<file path="src/rtl/cond_exec_stage.sv">
// cond_exec_stage: conditional-execution pipeline stage with a single-entry output register.
//
// Each instruction's condition field is checked against the architectural flags (flags_o).
// A passing instruction updates the flags selected by flag_write_i and keeps its write enables.
// A failing instruction is squashed: its enables are forced low and the flags stay unchanged.
// The instruction still flows downstream as valid.
//
// Ports:
//   clk_i, rst_i            clock and synchronous active-high reset
//   valid_i / ready_o       upstream handshake (ready_o = ~valid_o | ready_i)
//   result_i, rd_i          ALU result and destination register, registered to result_o / rd_o
//   alu_flags_i             ALU flags {V,C,Z,N}
//   cond_i                  condition field (ARM-style encoding, 111x = always)
//   flag_write_i            bit1 writes N,Z; bit0 writes C,V
//   reg_write_i, mem_write_i, pc_src_i   unconditioned enables
//   valid_o / ready_i       downstream handshake
//   reg_write_o, mem_write_o, pc_src_o   condition-gated enables
//   flags_o                 architectural flag register {V,C,Z,N}
//   squash_cnt_o            saturating count of squashed instructions
//
// Configuration: define COND_STATS_EN to build the squash counter; otherwise squash_cnt_o is 0.

module cond_exec_stage #(
  parameter int unsigned N = 32
) (
  input  logic         clk_i,
  input  logic         rst_i,
  input  logic         valid_i,
  output logic         ready_o,
  input  logic [N-1:0] result_i,
  input  logic [3:0]   alu_flags_i,
  input  logic [3:0]   cond_i,
  input  logic [1:0]   flag_write_i,
  input  logic         reg_write_i,
  input  logic         mem_write_i,
  input  logic         pc_src_i,
  input  logic [3:0]   rd_i,
  output logic         valid_o,
  input  logic         ready_i,
  output logic [N-1:0] result_o,
  output logic [3:0]   rd_o,
  output logic         reg_write_o,
  output logic         mem_write_o,
  output logic         pc_src_o,
  output logic [3:0]   flags_o,
  output logic [15:0]  squash_cnt_o
);

  logic         valid_q;
  logic [N-1:0] result_q;
  logic [3:0]   rd_q;
  logic         reg_write_q, mem_write_q, pc_src_q;
  logic [3:0]   flags_q, flags_d;
  logic         passed;
  logic         accept, drain;

  // Flag aliases, {V,C,Z,N}
  logic flag_n, flag_z, flag_c, flag_v;
  assign flag_n = flags_q[0];
  assign flag_z = flags_q[1];
  assign flag_c = flags_q[2];
  assign flag_v = flags_q[3];

  assign ready_o = ~valid_q | ready_i;
  assign accept  = valid_i & ready_o;
  assign drain   = valid_q & ready_i;

  // Condition evaluated against the architectural flags, so an update from the previous
  // accepted instruction is already visible here.
  always_comb begin
    passed = 1'b0;
    unique case (cond_i)
      4'b0000: passed = flag_z;
      4'b0001: passed = ~flag_z;
      4'b0010: passed = flag_c;
      4'b0011: passed = ~flag_c;
      4'b0100: passed = flag_n;
      4'b0101: passed = ~flag_n;
      4'b0110: passed = flag_v;
      4'b0111: passed = ~flag_v;
      4'b1000: passed = flag_c & ~flag_z;
      4'b1001: passed = ~flag_c | flag_z;
      4'b1010: passed = (flag_n == flag_v);
      4'b1011: passed = (flag_n != flag_v);
      4'b1100: passed = ~flag_z & (flag_n == flag_v);
      4'b1101: passed = flag_z | (flag_n != flag_v);
      default: passed = 1'b1;
    endcase
  end

  always_comb begin
    flags_d = flags_q;
    if (accept && passed) begin
      if (flag_write_i[1]) flags_d[1:0] = alu_flags_i[1:0];
      if (flag_write_i[0]) flags_d[3:2] = alu_flags_i[3:2];
    end
  end

  always_ff @(posedge clk_i) begin
    if (rst_i) begin
      valid_q     <= 1'b0;
      result_q    <= '0;
      rd_q        <= '0;
      reg_write_q <= 1'b0;
      mem_write_q <= 1'b0;
      pc_src_q    <= 1'b0;
      flags_q     <= '0;
    end else begin
      flags_q <= flags_d;
      if (accept) begin
        // Squashed instructions still occupy the slot, just with enables cleared.
        valid_q     <= 1'b1;
        result_q    <= result_i;
        rd_q        <= rd_i;
        reg_write_q <= reg_write_i & passed;
        mem_write_q <= mem_write_i & passed;
        pc_src_q    <= pc_src_i & passed;
      end else if (drain) begin
        valid_q <= 1'b0;
      end
    end
  end

`ifdef COND_STATS_EN
  logic [15:0] squash_cnt_q;

  always_ff @(posedge clk_i) begin
    if (rst_i) begin
      squash_cnt_q <= '0;
    end else if (accept && !passed && (squash_cnt_q != 16'hFFFF)) begin
      squash_cnt_q <= squash_cnt_q + 16'd1;
    end
  end

  assign squash_cnt_o = squash_cnt_q;
`else
  assign squash_cnt_o = '0;
`endif

  assign valid_o     = valid_q;
  assign result_o    = result_q;
  assign rd_o        = rd_q;
  assign reg_write_o = reg_write_q;
  assign mem_write_o = mem_write_q;
  assign pc_src_o    = pc_src_q;
  assign flags_o     = flags_q;

endmodule
</file>
<file path="config.mk">
export PLATFORM = sky130hd
export DESIGN_NAME = cond_exec_stage
export DESIGN_NICKNAME = d
export VERILOG_FILES = /design/src/rtl/cond_exec_stage.sv
export SDC_FILE = /design/constraint.sdc
export NUM_CORES = 1
export LEC_CHECK = 0
export ABC_AREA = 1
export BUFFER_PORTS_ARGS = -buffer_cell sky130_fd_sc_hd__buf_2
export CAP_MARGIN = 20
export CORE_ASPECT_RATIO = 2
export CORE_MARGIN = 2
export CORE_UTILIZATION = 39
export CTS_CLUSTER_SIZE = 10
export DETAILED_ROUTE_END_ITERATION = 12
export PLACE_DENSITY_LB_ADDON = 0.3
export SLEW_MARGIN = 20
export SYNTH_ARGS = -nofsm -noshare
export SYNTH_HDL_FRONTEND = slang
export SYNTH_SLANG_ARGS = --single-unit
</file>
<file path="constraint.sdc">
create_clock -name clk_i -period 1.2 [get_ports clk_i]
set_input_delay 0.12 -clock clk_i [delete_from_list [all_inputs] [get_ports clk_i]]
set_output_delay 0.12 -clock clk_i [all_outputs]
set_load 0.01 [all_outputs]
</file>
**Word level (Yosys, flattened, before mapping)**

Cells that the tools add are included.

- Register bits: 44

- Reductions and logical operators: 5
- Equality and inequality tests: 15
- Mux-type cells: 3
- Bitwise gates (word level): 15

Operators by type and width:

| operator | count |
|---|---|
| == test 4 bit (second input constant) | 6 |
| == test 4 x 3 -> 1 bit (second input constant) | 4 |
| case mux 1 bit (14 select lines) | 1 |
| == test 4 x 2 -> 1 bit (second input constant) | 2 |
| AND 1 bit | 7 |
| inverter 1 bit | 5 |
| == test 4 x 1 -> 1 bit (second input constant) | 1 |
| logical NOT 4 bit | 1 |
| AND reduction 2 bit | 2 |
| bitwise OR 1 bit | 3 |
| 2-to-1 mux 1 bit | 2 |
| nonzero test 2 bit | 1 |
| == test 1 bit | 1 |
| logical AND 1 bit | 1 |
| inequality test 1 bit | 1 |

**Longest topological paths before layout**

- Depth in word-level cells: 5
- Depth in mapped cells: 13
- Depth with buffers taken out: 12

**Worst setup path before layout**

No wires, ideal clock.

- Path type: flip-flop to flip-flop
- From: reg flags_q[3] (netlist: flags_o[3])
- To: reg flags_q[1] (netlist: flags_o[1])
- Stages on the path, launching flop included: 12
- Arrival: 1.167 ns
- Buffers on the path: 0
- Path slack: -0.076 ns
- Period minus slack after synthesis: 1.276 ns
- Path through: dfxtp_1 -> inv_2 -> nand2_1 -> nand3_2 -> nand2_1 -> nand2_1 -> nor2_2 -> nand2_4 -> nand3_2 -> nand2_1 -> inv_1 -> nor2_1

- Longest elaborated chain between the ends: 5
- Elaborated cells between the ends (all ways): 8
- Classes of those cells: eq/ne: 2; mux: 1; bitwise: 3; reduce/logical: 2

Ends and longest elaborated chain:

| what | RTL line | text |
|---|---|---|
| start: declaration | 53 | `logic [3:0] flags_q, flags_d;` |
| start signal: assignment | 109 | `flags_q <= flags_d;` |
| inequality test 1 bit or == test 1 bit (tied branches) | -- |  |
| bitwise OR 1 bit or AND 1 bit (tied branches) | 86, 85 |  |
| case mux 1 bit (14 select lines) (*) | 72 | `unique case (cond_i)` |
| logical AND 1 bit (*) | 93 | `if (accept && passed) begin` |
| AND reduction 2 bit (no source line) (*) | -- |  |

Mark *: on every way between the ends. The rest lies on a longest branch, timed or not.
A chain may end at the register's enable or synchronous reset.

**Worst setup path in the final report**

- From: reg flags_q[3] (netlist: flags_o[3])
- To: reg flags_q[3] (netlist: flags_o[3])

Same word-level chain as after synthesis.

==> results.cfg <==
[floorplanning]
die_height_um = 104
start_util_pct = 40.3
fp-row-count = 36
die_area_sq_mm = 0.00559
core_sq_mm = 0.00482
io_pins = 114
die_w_um = 53.9

[power]
p_per_area_mw_per_mm2 = 1250
power_leakage_uw = 0.00142
ir_worst_vdd_mv = 1.14

[worst_setup_path]
r2r_start = flags_o[3]$_SDFFE_PP0P_
worstSetupPathType = reg2reg
cp-startpoint = flags_o[3]$_SDFFE_PP0P_
worstRegToRegCells = 11
endpoint_kind = flip-flop
rrSetupSlack_ns = -0.11
crit_end = flags_o[3]$_SDFFE_PP0P_
start_kind = flip-flop
path_max_fanout = 5
worstPathRequired_ns = 1.39
arrival_ns = 1.49
reg2reg_to = flags_o[3]$_SDFFE_PP0P_

[placed_design]
gp_congestion = 0.750
io_buffers = 97
pre_cts_slack_ns = -0.0794
dpl.hpwl_mm = 3.79
dp_cells = 426

[timing]
hold_violations = 0
hold-worst-slack_ns = 0.0618
rsz0062_at_grt = yes
fin_crit_sh_pct = 109
fmax_mhz = 766
fin_ws_ns = -0.106
slew_viol_final = 0
skew_ns = 0.00725
fin_crit_ns = 1.31
setup_viol_count_final = 7

[clock_network]
cts.sinks = 44
clk_pin_slew_worst_paths_ns = 0.09
cts_tree = built
insertion_delay_ns = 0.29
ctsHoldBuffers = 0
cts_buffers = 5
cts_buffer_depth = 2
cts-root-buf = clkbuf_8
h-tree-depth = 2

[global_routing]
grt_util_all_layers_pct = 18.3
overflow = 0
globalRouteMet2Util_pct = 32.9
grt.busiest_layer = met2
grt_pass1_wl_mm = 7.70
grt_pass1_vias = 1773
antenna_found_initial = 0
grt_max_degree = 38
met1_usage_pct = 19.0
grt_use_met3_pct = 3.03

[finish]
antenna_cells = 0
multi_input_area_sq_um = 966
layout.nets = 433
stdcell_count = 438
nFillCells = 488
drive_gt1_share_pct = 43.3
register_area_sq_um = 893
area.growth.synth_to_final_pct = 40.8
final_util_pct = 56.7

[routing]
first_pass_iters = 4
ant_nets = 0
vias = 2038
viasPerCell = 4.65
first_iter_violations = 37
drc = 0
wl_mm = 5.26
wl_per_cell_um = 12.0

[outcome]
violations = setup timing
status = finished, violations left

[synth]
synthCells = 275
yosys_warnings = 0
syn_area_sq_mm = 0.00194
ys_ff_latch = 44
ys_seq_area_share_pct = 45.4
yosys.cell_types.count = 19
syn_avg_cell_area_sq_um = 7.06

[worst_hold_path]
hp-class = in2reg

[run]
drv_cap = 0
[cells by family after synthesis]
kind of cell           after synthesis  synth area share, %
other                                1                0.193
AND/OR/NAND/NOR                    138                 30.2
buffers and inverters               49                 13.2
AO/OA/AOI/OAI                       43                 11.1
flip-flops                          44                 45.4
[Yosys cell counts]
| cell type | count | area [sq um] |
|---|---|---|
| a21oi_1 | 7 | 35.0 |
| buf_2 | 4 | 20.0 |
| buf_4 | 17 | 128 |
| clkbuf_1 | 8 | 30.0 |
| clkinv_1 | 1 | 3.75 |
| conb_1 | 1 | 3.75 |
| dfxtp_1 | 44 | 881 |
| inv_1 | 13 | 48.8 |
| inv_2 | 5 | 18.8 |
| inv_4 | 1 | 6.26 |
| nand2_1 | 33 | 124 |
| nand2_2 | 2 | 12.5 |
| nand2_4 | 1 | 11.3 |
| nand3_1 | 11 | 55.1 |
| nand3_2 | 3 | 30.0 |
| nand4_1 | 4 | 25.0 |
| nor2_1 | 79 | 297 |
| nor2_2 | 5 | 31.3 |
| o21ai_0 | 36 | 180 |
[where the power goes]
group / total [uW] / switching (uW) / internal (uW) / leakage (uW)
Clock: 1030 / 493 / 532 / 0.0000523
Sequential: 1640 / 63.6 / 1570 / 0.000367
Combinational: 747 / 434 / 313 / 0.00100
[final cells by class]
type	count	area share, %
well taps	57	2.61
inverters	20	3.11
multi-input cells	198	35.3
flip-flops and latches	44	32.7
repair buffers	111	22.3
clock inverters	2	0.458
clock buffers	6	3.43
[layout by cell type (no fill, tap or decap), types with 5 or more instances in the layout]
cell,Yosys,routed
conb_1,1,16
inv_1,13,11
nand3_2,3,9
buf_4,17,11
inv_2,5,5
buf_2,4,97
clkbuf_8,0,5
nand2_2,2,13
dfxtp_1,44,40
nor2_1,79,78
o21ai_0,36,34
nand2_1,33,22
[worst min path at each step]
stage	cells past startpoint	slack (ns)	to	startpoint
2_1_floorplan	1	0.19	mem_write_o$_SDFFE_PP0P_	rst_i
3_3_place_gp	2	0.36	mem_write_o$_SDFFE_PP0P_	rst_i
3_5_place_dp	2	0.37	valid_o$_SDFFE_PP0P_	rst_i
4_1_cts	2	0.05	valid_o$_SDFFE_PP0P_	rst_i
5_1_grt	2	0.06	valid_o$_SDFFE_PP0P_	rst_i
6_report	2	0.06	valid_o$_SDFFE_PP0P_	rst_i
[stage by stage]
step	area (sq um)	setup TNS, ns	total power (uW)
after floorplan	2010	0	2080
after global placement	2480	-0.153	2330
after detailed placement	2480	-0.260	2340
after CTS	2640	-0.283	3400
after global routing	2730	-1.22	3600
final	2730	-0.512	3410
[metal layers]
layer	part of all wire, %	vias up
met5	0	-
met4	3.1	0
met3	5.6	13
met2	55	80
met1	36	901
li1	-	1044
[flip-flops by register name, indices dropped and copies added (netlist names)]
signal	cells
result_o	32
flags_o	4
rd_o	4
mem_write_o	1
pc_src_o	1
reg_write_o	1
valid_o	1
[critical path: stages (launching register included)]
cell and delay, ns:
dfxtp_4 0.40, inv_6 0.05, nand2_2 0.07, nand3_2 0.09, nand3_2 0.07, nand2_2 0.07, nor2_4 0.16, nand2_4 0.09
nand3_2 0.07, nand2_1 0.05, inv_1 0.06, nor2_2 0.04
[repair_timing]
action	4_1_cts	5_1_grt
pin swaps	2	12
cloned	1	0
endpoints found under the setup margin	7	37
resized for setup	9	27
setup buffers	1	2
Power figures use the tool's default switching activity.
